### config.mk
export PLATFORM = sky130hd
export DESIGN_NAME = vend_sequencer
export DESIGN_NICKNAME = d
export VERILOG_FILES = /design/src/rtl/vend_pkg.sv /design/src/rtl/vend_hold_timer.sv /design/src/rtl/vend_sequencer.sv
export SDC_FILE = /design/constraint.sdc
export NUM_CORES = 1
export LEC_CHECK = 0
export BUFFER_PORTS_ARGS = -buffer_cell sky130_fd_sc_hd__buf_2
export CORE_MARGIN = 3
export CORE_UTILIZATION = 55
export DETAILED_ROUTE_END_ITERATION = 8
export PLACE_DENSITY = 0.76
export SYNTH_ARGS = -nofsm -noshare
export SYNTH_HDL_FRONTEND = slang
export SYNTH_HIERARCHICAL = 1
export SYNTH_SLANG_ARGS = --single-unit
### constraint.sdc
create_clock -name clk -period 6.3 [get_ports clk]
set_input_delay 0.315 -clock clk [delete_from_list [all_inputs] [get_ports clk]]
set_output_delay 0.315 -clock clk [all_outputs]
set_load 0.03 [all_outputs]
### src/rtl/vend_pkg.sv
// Shared types and constants for the vending payment path.
package vend_pkg;

  typedef enum logic [1:0] {
    StCollect,
    StVend,
    StPayout,
    StRefund
  } state_e;

  localparam logic [1:0] ST_COLLECT = 2'b00;
  localparam logic [1:0] ST_VEND    = 2'b01;
  localparam logic [1:0] ST_CHANGE  = 2'b11;
  localparam logic [1:0] ST_REFUND  = 2'b10;

  localparam int unsigned DEF_CREDIT_W    = 8;
  localparam int unsigned DEF_PRICE       = 25;
  localparam int unsigned DEF_COIN0_VAL   = 5;
  localparam int unsigned DEF_COIN1_VAL   = 10;
  localparam int unsigned DEF_CHANGE_UNIT = 5;

endpackage

### src/rtl/vend_hold_timer.sv
// Reloadable down-counter; expire marks the last of N cycles after a load of N.
module vend_hold_timer #(
  parameter int unsigned WIDTH = 8
) (
  input  logic             clk,
  input  logic             rst_n,
  input  logic             i_load,
  input  logic [WIDTH-1:0] i_load_val,
  output logic             o_expire
);

  logic [WIDTH-1:0] r_count;

  always_ff @(posedge clk or negedge rst_n) begin
    if (!rst_n) begin
      r_count <= '0;
    end else if (i_load) begin
      r_count <= i_load_val;
    end else if (r_count != '0) begin
      r_count <= r_count - 1'b1;
    end
  end

  assign o_expire = (r_count == WIDTH'(1));

endmodule

### src/rtl/vend_sequencer.sv
// Payment sequencer: collects coin credit, runs a timed dispense, then pays change or refunds.
module vend_sequencer
  import vend_pkg::*;
#(
  parameter int unsigned CREDIT_W    = DEF_CREDIT_W,
  parameter int unsigned PRICE       = DEF_PRICE,
  parameter int unsigned COIN0_VAL   = DEF_COIN0_VAL,
  parameter int unsigned COIN1_VAL   = DEF_COIN1_VAL,
  parameter int unsigned CHANGE_UNIT = DEF_CHANGE_UNIT,
  parameter int unsigned HOLD_CYCLES = 100_000_000,
  parameter int unsigned GAP_CYCLES  = 25_000_000
) (
  input  logic                clk,
  input  logic                rst_n,
  input  logic [1:0]          i_coin,
  input  logic                i_cancel,
  output logic [CREDIT_W-1:0] o_credit,
  output logic                o_dispense,
  output logic                o_change_pulse,
  output logic [CREDIT_W-1:0] o_change_left,
  output logic                o_coin_reject,
  output logic [1:0]          o_status,
  output logic                o_busy
);

  localparam int unsigned MAX_CYC = (HOLD_CYCLES > GAP_CYCLES) ? HOLD_CYCLES : GAP_CYCLES;
  localparam int unsigned TIMER_W = $clog2(MAX_CYC + 1);

  localparam logic [CREDIT_W-1:0] L_PRICE = CREDIT_W'(PRICE);
  localparam logic [CREDIT_W-1:0] L_UNIT  = CREDIT_W'(CHANGE_UNIT);
  localparam logic [CREDIT_W:0]   L_C0    = (CREDIT_W + 1)'(COIN0_VAL);
  localparam logic [CREDIT_W:0]   L_C1    = (CREDIT_W + 1)'(COIN1_VAL);
  localparam logic [TIMER_W-1:0]  L_HOLD  = TIMER_W'(HOLD_CYCLES);
  localparam logic [TIMER_W-1:0]  L_GAP   = TIMER_W'(GAP_CYCLES);

  state_e              r_state, w_state_nxt;
  logic [CREDIT_W-1:0] r_credit, w_credit_nxt;
  logic [CREDIT_W-1:0] r_change_left, w_change_nxt;
  logic                r_dispense, r_change_pulse, r_coin_reject, r_busy;
  logic                w_pulse_nxt, w_reject_nxt;
  logic [1:0]          r_status, w_status_nxt;
  logic [CREDIT_W:0]   w_add, w_sum;
  logic                w_tmr_load, w_expire;
  logic [TIMER_W-1:0]  w_tmr_val;

  vend_hold_timer #(
    .WIDTH (TIMER_W)
  ) u_timer (
    .clk        (clk),
    .rst_n      (rst_n),
    .i_load     (w_tmr_load),
    .i_load_val (w_tmr_val),
    .o_expire   (w_expire)
  );

  assign w_add = (i_coin[0] ? L_C0 : '0) + (i_coin[1] ? L_C1 : '0);
  assign w_sum = {1'b0, r_credit} + w_add;

  always_comb begin
    w_state_nxt  = r_state;
    w_credit_nxt = r_credit;
    w_change_nxt = r_change_left;
    w_pulse_nxt  = 1'b0;
    w_reject_nxt = 1'b0;
    w_tmr_load   = 1'b0;
    w_tmr_val    = '0;
    w_status_nxt = ST_COLLECT;

    unique case (r_state)
      StCollect: begin
        if (r_credit >= L_PRICE) begin
          w_state_nxt  = StVend;
          w_change_nxt = r_credit - L_PRICE;
          w_credit_nxt = '0;
          w_tmr_load   = 1'b1;
          w_tmr_val    = L_HOLD;
          w_reject_nxt = |i_coin;
        end else if (i_cancel && (r_credit != '0)) begin
          w_state_nxt  = StRefund;
          w_change_nxt = r_credit;
          w_credit_nxt = '0;
          w_tmr_load   = 1'b1;
          w_tmr_val    = L_GAP;
          w_pulse_nxt  = 1'b1;
          w_reject_nxt = |i_coin;
        end else if (w_sum[CREDIT_W]) begin
          w_reject_nxt = 1'b1;
        end else begin
          w_credit_nxt = w_sum[CREDIT_W-1:0];
        end
      end
      StVend: begin
        w_reject_nxt = |i_coin;
        if (w_expire) begin
          if (r_change_left != '0) begin
            w_state_nxt = StPayout;
            w_pulse_nxt = 1'b1;
            w_tmr_load  = 1'b1;
            w_tmr_val   = L_GAP;
          end else begin
            w_state_nxt = StCollect;
          end
        end
      end
      StPayout, StRefund: begin
        w_reject_nxt = |i_coin;
        // The unit leaves change_left at the end of its pulse cycle.
        if (r_change_pulse) begin
          if (r_change_left <= L_UNIT) begin
            w_change_nxt = '0;
            w_state_nxt  = StCollect;
          end else begin
            w_change_nxt = r_change_left - L_UNIT;
          end
        end
        if (w_expire && (w_state_nxt != StCollect)) begin
          w_pulse_nxt = 1'b1;
          w_tmr_load  = 1'b1;
          w_tmr_val   = L_GAP;
        end
      end
    endcase

    unique case (w_state_nxt)
      StCollect: w_status_nxt = ST_COLLECT;
      StVend:    w_status_nxt = (w_change_nxt == '0) ? ST_VEND : ST_CHANGE;
      StPayout:  w_status_nxt = ST_CHANGE;
      StRefund:  w_status_nxt = ST_REFUND;
    endcase
  end

  always_ff @(posedge clk or negedge rst_n) begin
    if (!rst_n) begin
      r_state        <= StCollect;
      r_credit       <= '0;
      r_change_left  <= '0;
      r_dispense     <= 1'b0;
      r_change_pulse <= 1'b0;
      r_coin_reject  <= 1'b0;
      r_status       <= ST_COLLECT;
      r_busy         <= 1'b0;
    end else begin
      r_state        <= w_state_nxt;
      r_credit       <= w_credit_nxt;
      r_change_left  <= w_change_nxt;
      r_dispense     <= (w_state_nxt == StVend);
      r_change_pulse <= w_pulse_nxt;
      r_coin_reject  <= w_reject_nxt;
      r_status       <= w_status_nxt;
      r_busy         <= (w_state_nxt != StCollect);
    end
  end

  assign o_credit       = r_credit;
  assign o_dispense     = r_dispense;
  assign o_change_pulse = r_change_pulse;
  assign o_change_left  = r_change_left;
  assign o_coin_reject  = r_coin_reject;
  assign o_status       = r_status;
  assign o_busy         = r_busy;

endmodule

==> results of run 1 <==
[power by group through the flow]
stage	Clock (mW)	Sequential (mW)	Combinational, mW
after floorplan	0	0.408	0.125
after CTS	0.209	0.421	0.148
final	0.202	0.423	0.149
after detailed placement	0	0.427	0.148
after global routing	0.222	0.430	0.171
after global placement	0	0.425	0.145
[layer usage]
metal  vias to the layer above  GRT usage  part of all wire
met5                         -          0                 0
met4                         0    0.07531             0.017
met3                        15    0.03387             0.045
met2                        99     0.3979              0.49
met1                      1639     0.3593              0.45
li1                       1679          -                 -
[synthesized netlist by cell type, types with 3 or more instances]
library cell	count
dfrtp_1	51
nor2_1	38
nand2_1	26
a21oi_1	22
inv_1	22
clkbuf_1	21
o21ai_0	21
nor4_1	19
nor3_1	15
ha_1	14
nand3_1	14
o31ai_1	14
a31oi_1	11
nand2b_1	9
nand4_1	9
a311oi_1	8
or3_1	8
o21ai_1	7
a2bb2oi_1	5
and3_1	5
buf_2	5
o211ai_1	5
or4_4	5
a21o_1	4
and2_1	4
nor2b_1	4
nor3b_1	4
o21a_1	4
o41ai_1	4
xnor2_1	4
xor2_1	4
a41oi_1	3
[critical path: stages, from the launching register on]
cell	delay, ps
dfrtp_1	440
nor4_1	420
nand4b_1	850
nor3_1	610
o21ai_1	160
nand2_1	90
buf_4	430
inv_1	460
o21ai_0	310
o21ai_0	160
[flip-flops by register name, summed over array words and instances (netlist names)]
register         flops
o_busy               1
o_status             2
o_coin_reject        1
o_change_left        8
u_timer/r_count     27
o_credit             8
o_dispense           1
r_state              2
o_change_pulse       1
[stage by stage]
step	std cells	cell area (um2)	hold slack, ps	power, mW	worst slack [ps]
after floorplan	445	3719	19.41	0.5326	3285
after global placement	524	3856	458.5	0.5708	2586
after detailed placement	524	3856	462.6	0.5752	2376
after CTS	532	3954	120.3	0.7788	2371
after global routing	532	3954	146.0	0.8234	1806
final	532	3954	94.62	0.7739	2212
[cell type report]
class | instances | area, um2 | area share
clock inverter | 3 | 28.78 | 0.007278
sequential | 51 | 1276 | 0.3228
clock buffer | 5 | 68.82 | 0.01741
tap | 77 | 96.34 | 0.02437
multi-input combinational | 346 | 2256 | 0.5706
timing repair buffer | 28 | 145.1 | 0.03671
inverter | 22 | 82.58 | 0.02089
[worst min-delay path by stage]
stage	startpoint	end	slack [ps]	cells past startpoint
6_report	rst_n	o_credit[0]	90	2
5_1_grt	rst_n	o_credit[1]	150	2
4_1_cts	rst_n	o_credit[1]	120	2
3_5_place_dp	rst_n	o_credit[1]	460	2
3_3_place_gp	rst_n	o_credit[1]	460	2
2_1_floorplan	rst_n	o_busy	20	0
[cell families (layout without fill, tap and decap cells)]
group                    after synthesis  in the layout  synth area share
AO/OA/AOI/OAI                        131            131            0.2478
XOR/XNOR                               8              8           0.01903
adder cells (fa/ha/maj)               15             15           0.05303
buffers and inverters                 48             58           0.05065
flip-flops                            51             51            0.3467
multiplexers                           2              2          0.005439
other                                  1             11          0.001019
AND/OR/NAND/NOR                      179            179            0.2763
==> metrics, run 1 <==
Slew HR=0.3207; worst skew pair latency=310 ps; CP arrival=4260 ps; synthesized flop and latch total=51; post-DR vias/cell=6.451; Mapped Cells=435; Leak=1.587 nW; Iter 0 DRT Violations=252; Yosys cell types=63; f_max=244.6 MHz; syn avg cell area=8.462 um2; post-synthesis sequential area ratio=0.3467; worst flop-to-flop path startpoint=u_timer/r_count[21]; I/O pin count=27; peak supply drop=167.3 uV; unrepaired setup endpoints after global routing=false; initial antenna violation count=0; Vias=3432; status=complete, no violations; Async SR Flop Fraction=1.000; Overflow after GRT=0; crit path launch=u_timer/r_count[21]; largest net degree at the start of global routing=53; Max H-tree Level=2; Comb pwr share=0.193; r2r setup slk=2210 ps; cts bufs inserted=5; Final min period=4088 ps; endpoints failing hold=0; PwrDens=195.7 nW/um2; GRT Resource Usage Total=0.2512; CTS tree=yes; # resized after CTS=0; crit end category=register; max_cap viols=0; Routed WL=8.973 mm; Sw Ratio=0.3456; Post-synth EDFFs=0; clk_skew=9.457 ps; Slew Limit Fails=0; commonest non-fill, non-tap cell in the layout=dfrtp_1; Ys Warns=6; top-area cell type share of the netlist area=0.3467; HPWL after detailed placement=6.529 mm; Setup Crit Path Kind=register to register; crit path to=u_timer/r_count[10]; crit-path max FO=52; crit share post-route=0.6488; nets=474; startpoint types=register; ANT nets after route=0; Layout area overhead=7.410%; Hold/Removal Path Class=primary input to asynchronous set/reset pin; Remaining DRCs=0; r2r endpoint=u_timer/r_count[10]; die width=87.81 um; vias in the first global route=3140; FP Rows=29; fin util=0.6156; # fillers=586; area of the mapped netlist=3681 um2; first-pass GRT wire length=15.53 mm; most frequent cells in the layout=dfrtp_1 (51), nor2_1 (38), nand2_1 (26), buf_2 (26); worst-case reg-to-reg path depth=9; Critical Path RT=6470 ps; share of cells above drive strength 1=0.1231; I/O Buffers=26; Post-synth top flop=dfrtp_1; Clk network pwr share=0.261; number of diodes=0; Die Y=87.81 um; WL/cell=16.87 um; area leader, netlist=dfrtp_1; drt pass-1 iters=4; cts hold-fix bufs=0; buffer depth of the longest clock path=2; Core Area=6422 um2; Setup TNS Final=0 ps; P_int=0.5065 mW; die area=7711 um2; Sw Pwr=0.2674 mW; sequential power share=0.546; Setup Buffers After CTS=0; Root Driver=clkbuf_8; Final setup viols=0; GP Congestion=0.9894; Slew @ Worst Pin=1011 ps; CTS Sinks=51; main area contributors after synthesis=dfrtp_1 (35%), ha_1 (4.8%), nor2_1 (3.9%); Starting Density=0.5732; Clock transition at path regs=100 ps
Note: power is estimated with default switching activity, not from simulation.
==> run 2: changes to the inputs <==
--- a/config.mk
+++ b/config.mk
@@ -5,11 +5,12 @@
 export SDC_FILE = /design/constraint.sdc
 export NUM_CORES = 1
 export LEC_CHECK = 0
+export ABC_AREA = 1
 export BUFFER_PORTS_ARGS = -buffer_cell sky130_fd_sc_hd__buf_2
 export CORE_MARGIN = 3
 export CORE_UTILIZATION = 55
 export DETAILED_ROUTE_END_ITERATION = 8
-export PLACE_DENSITY = 0.76
+export PLACE_DENSITY = 0.79
 export SYNTH_ARGS = -nofsm -noshare
 export SYNTH_HDL_FRONTEND = slang
 export SYNTH_HIERARCHICAL = 1
==> constraint.sdc (replaced) <==
create_clock -name clk -period 3.6 [get_ports clk]
set_input_delay 0.18 -clock clk [delete_from_list [all_inputs] [get_ports clk]]
set_output_delay 0.18 -clock clk [all_outputs]
set_load 0.03 [all_outputs]
==> metrics, run 2 <==
status=finished, violations left; failing checks=negative hold slack; vias in the first global route=3557 (+13%); Design Area, Final=4237 um2 (+7.2%); Comb pwr share=0.194 (about the same); Ys Warns=6 (unchanged); die width=90.22 um (+2.7%); f_max=355.4 MHz (+45%); Remaining DRCs=0 (unchanged); commonest non-fill, non-tap cell in the layout=nand2_1; share of cells above drive strength 1=0.1238 (+0.0007326); Starting Density=0.5711 (-0.002092); worst skew pair latency=300 ps (about the same); Clk network pwr share=0.268 (+0.007); most frequent cells in the layout=nand2_1 (166), nor2_1 (91), inv_1 (85), nand3_1 (52), dfrtp_1 (51); Slew Limit Fails=0 (unchanged); max_cap viols=0 (unchanged); I/O Buffers=26 (unchanged); area of the mapped netlist=3901 um2 (+6.0%); CTS tree=yes; Routed WL=9.417 mm (+4.9%); crit path launch=o_credit[0]; cts bufs inserted=5 (unchanged); crit share post-route=0.7816 (+0.1328); largest net degree at the start of global routing=52 (-1.9%); Die Y=90.22 um (+2.7%); Sw Ratio=0.3181 (-0.02747); Mapped Cells=595 (+37%); main area contributors after synthesis=dfrtp_1 (33%), nand2_1 (16%), nor2_1 (8.8%); PwrDens=302.4 nW/um2 (+55%); Post-synth EDFFs=0 (unchanged); max FFs per register=27 (unchanged); HPWL after detailed placement=7.144 mm (+9.4%); crit-path max FO=38 (-27%); CTS Sinks=51 (unchanged); Root Driver=clkbuf_8; Place WS=810.4 ps (-1565 ps); crit end category=register; Setup TNS Final=0 ps (unchanged); top-area cell type share of the netlist area=0.3271 (-0.01957); Leak=2.441 nW (+54%); Commonest cells post-synth=nand2_1 (166), nor2_1 (91), inv_1 (85); Setup Buffers After CTS=0 (unchanged); Max H-tree Level=2 (unchanged); Placed Area=4149 um2 (+7.6%); Layout area overhead=8.595%; Overflow after GRT=0 (unchanged); Slew HR=0.3989 (+0.07826); first-pass GRT wire length=15.91 mm (+2.5%); I/O pin count=27 (unchanged); initial antenna violation count=0 (unchanged); peak supply drop=204.6 uV (+22%); FP Rows=30 (+3.4%); sequential power share=0.538 (-0.008); FF+latch area=1276 um2 (unchanged); ANT nets after route=0 (unchanged); Critical Path RT=3810 ps (-2660 ps); GP Congestion=0.9585 (-3.1%); syn avg cell area=6.557 um2 (-23%); Yosys cell types=35 (-44%); P_int=0.8737 mW (+73%); Post-synth top flop=dfrtp_1; # resized after CTS=0 (unchanged); Largest Register=u_timer/r_count; worst hold margin=-25.24 ps (-119.9 ps); area of the multi-input gates=2242 um2 (-0.61%); Async SR Flop Fraction=1.000 (unchanged); die area=8140 um2 (+5.6%); Setup Crit Path Kind=register to register; startpoint types=register; clk_skew=6.196 ps (-3.261 ps); nets=650 (+37%); # fillers=670 (+14%); drt pass-1 iters=4 (unchanged); worst flop-to-flop path startpoint=o_credit[0]; CP arrival=3020 ps (-1240 ps); Hold/Removal Path Class=primary input to asynchronous set/reset pin; post-synthesis sequential area ratio=0.3271 (-0.01957); post-DR vias/cell=5.204 (-19%); Final setup viols=0 (unchanged); buffer depth of the longest clock path=2 (unchanged); GRT Resource Usage Total=0.2354 (-0.01584); Core Area=6832 um2 (+6.4%); WL/cell=12.97 um (-23%); Iter 0 DRT Violations=209 (-17%); endpoints failing hold=20 (+20); unrepaired setup endpoints after global routing=false; Final min period=2814 ps (-1274 ps); fin worst setup slack=786.3 ps (-1426 ps); Slew @ Worst Pin=892.2 ps (-119.0 ps); Sw Pwr=0.4076 mW (+52%); synthesized flop and latch total=51 (unchanged); top-count cell post-synth=nand2_1; Clock transition at path regs=90 ps (about the same); cts hold-fix bufs=0 (unchanged); area leader, netlist=dfrtp_1; number of diodes=0 (unchanged); Power Total=1.281 mW (+66%); Vias=3778 (+10%)
-- run 2: cells by family (layout without fill, tap and decap cells) --
kind of cell               after synthesis  in the layout  synth area share
buffers and inverters                  104            129            0.1078
and+or+nand+nor                        356            356            0.4131
AOI/OAI and AO/OA                       57             57           0.07633
xor gates and xnor gates                11             11           0.02470
DFF                                     51             51            0.3271
other                                    1             11         0.0009612
adders and majority gates               15             15           0.05003
-- run 2: power by group through the flow --
stage | registers, mW | logic [mW] | clock network [mW]
after floorplan | 0.688 | 0.199 | 0
after global placement | 0.697 | 0.241 | 0
after detailed placement | 0.700 | 0.250 | 0
after CTS | 0.689 | 0.252 | 0.355
after global routing | 0.697 | 0.288 | 0.379
final | 0.690 | 0.249 | 0.343
-- run 2: final timing paths --
path	depth (start not counted)	endpoint	slack (ps)
min	2	u_timer/r_count[7]	-30
max	17	u_timer/r_count[25]	790
max in group asynchronous	2	u_timer/r_count[1]	3160
min reg2reg	2	u_timer/r_count[0]	580
min in group clk	3	o_coin_reject	150
max reg2reg	17	u_timer/r_count[25]	790
-- run 2: layout make-up --
cell class,count,area share
Sequential cell,51,0.3012
Clock inverter,1,0.001181
Multi-Input combinational cell,450,0.5292
Timing Repair Buffer,31,0.03957
Inverter,91,0.08092
Clock buffer,6,0.01949
Tap cell,96,0.02835
-- run 2: per-layer routing --
metal | wire length [um] | vias up | GRT usage
met5 | 0 | - | 0
met4 | 275 | 0 | 0.08291
met3 | 305 | 29 | 0.03013
met2 | 4810 | 87 | 0.4368
met1 | 4025 | 1754 | 0.2770
li1 | - | 1908 | -
-- run 2: worst max-delay path, stage by stage, from the launching register on --
cell and delay, ps:
dfrtp_1 450, inv_1 190, ha_1 260, nand2_4 80, nand2_4 80, nand2_2 60, nor2_2 100, buf_4 190
nand2_1 120, nand2_1 140, nand2_1 90, inv_1 50, buf_4 350, nand2_4 110, nor2_8 260, nor2_1 80
nand2_1 70, inv_1 40
-- run 2: stage by stage --
| step | utilization | hold slack, ps | cells |
|---|---|---|---|
| after global routing | 0.6201 | 32.19 | 726 |
| final | 0.6201 | -25.24 | 726 |
| after detailed placement | 0.6073 | 342.8 | 719 |
| after global placement | 0.6073 | 337.2 | 719 |
| after floorplan | - | -115.6 | 605 |
| after CTS | 0.6201 | 1.561 | 726 |
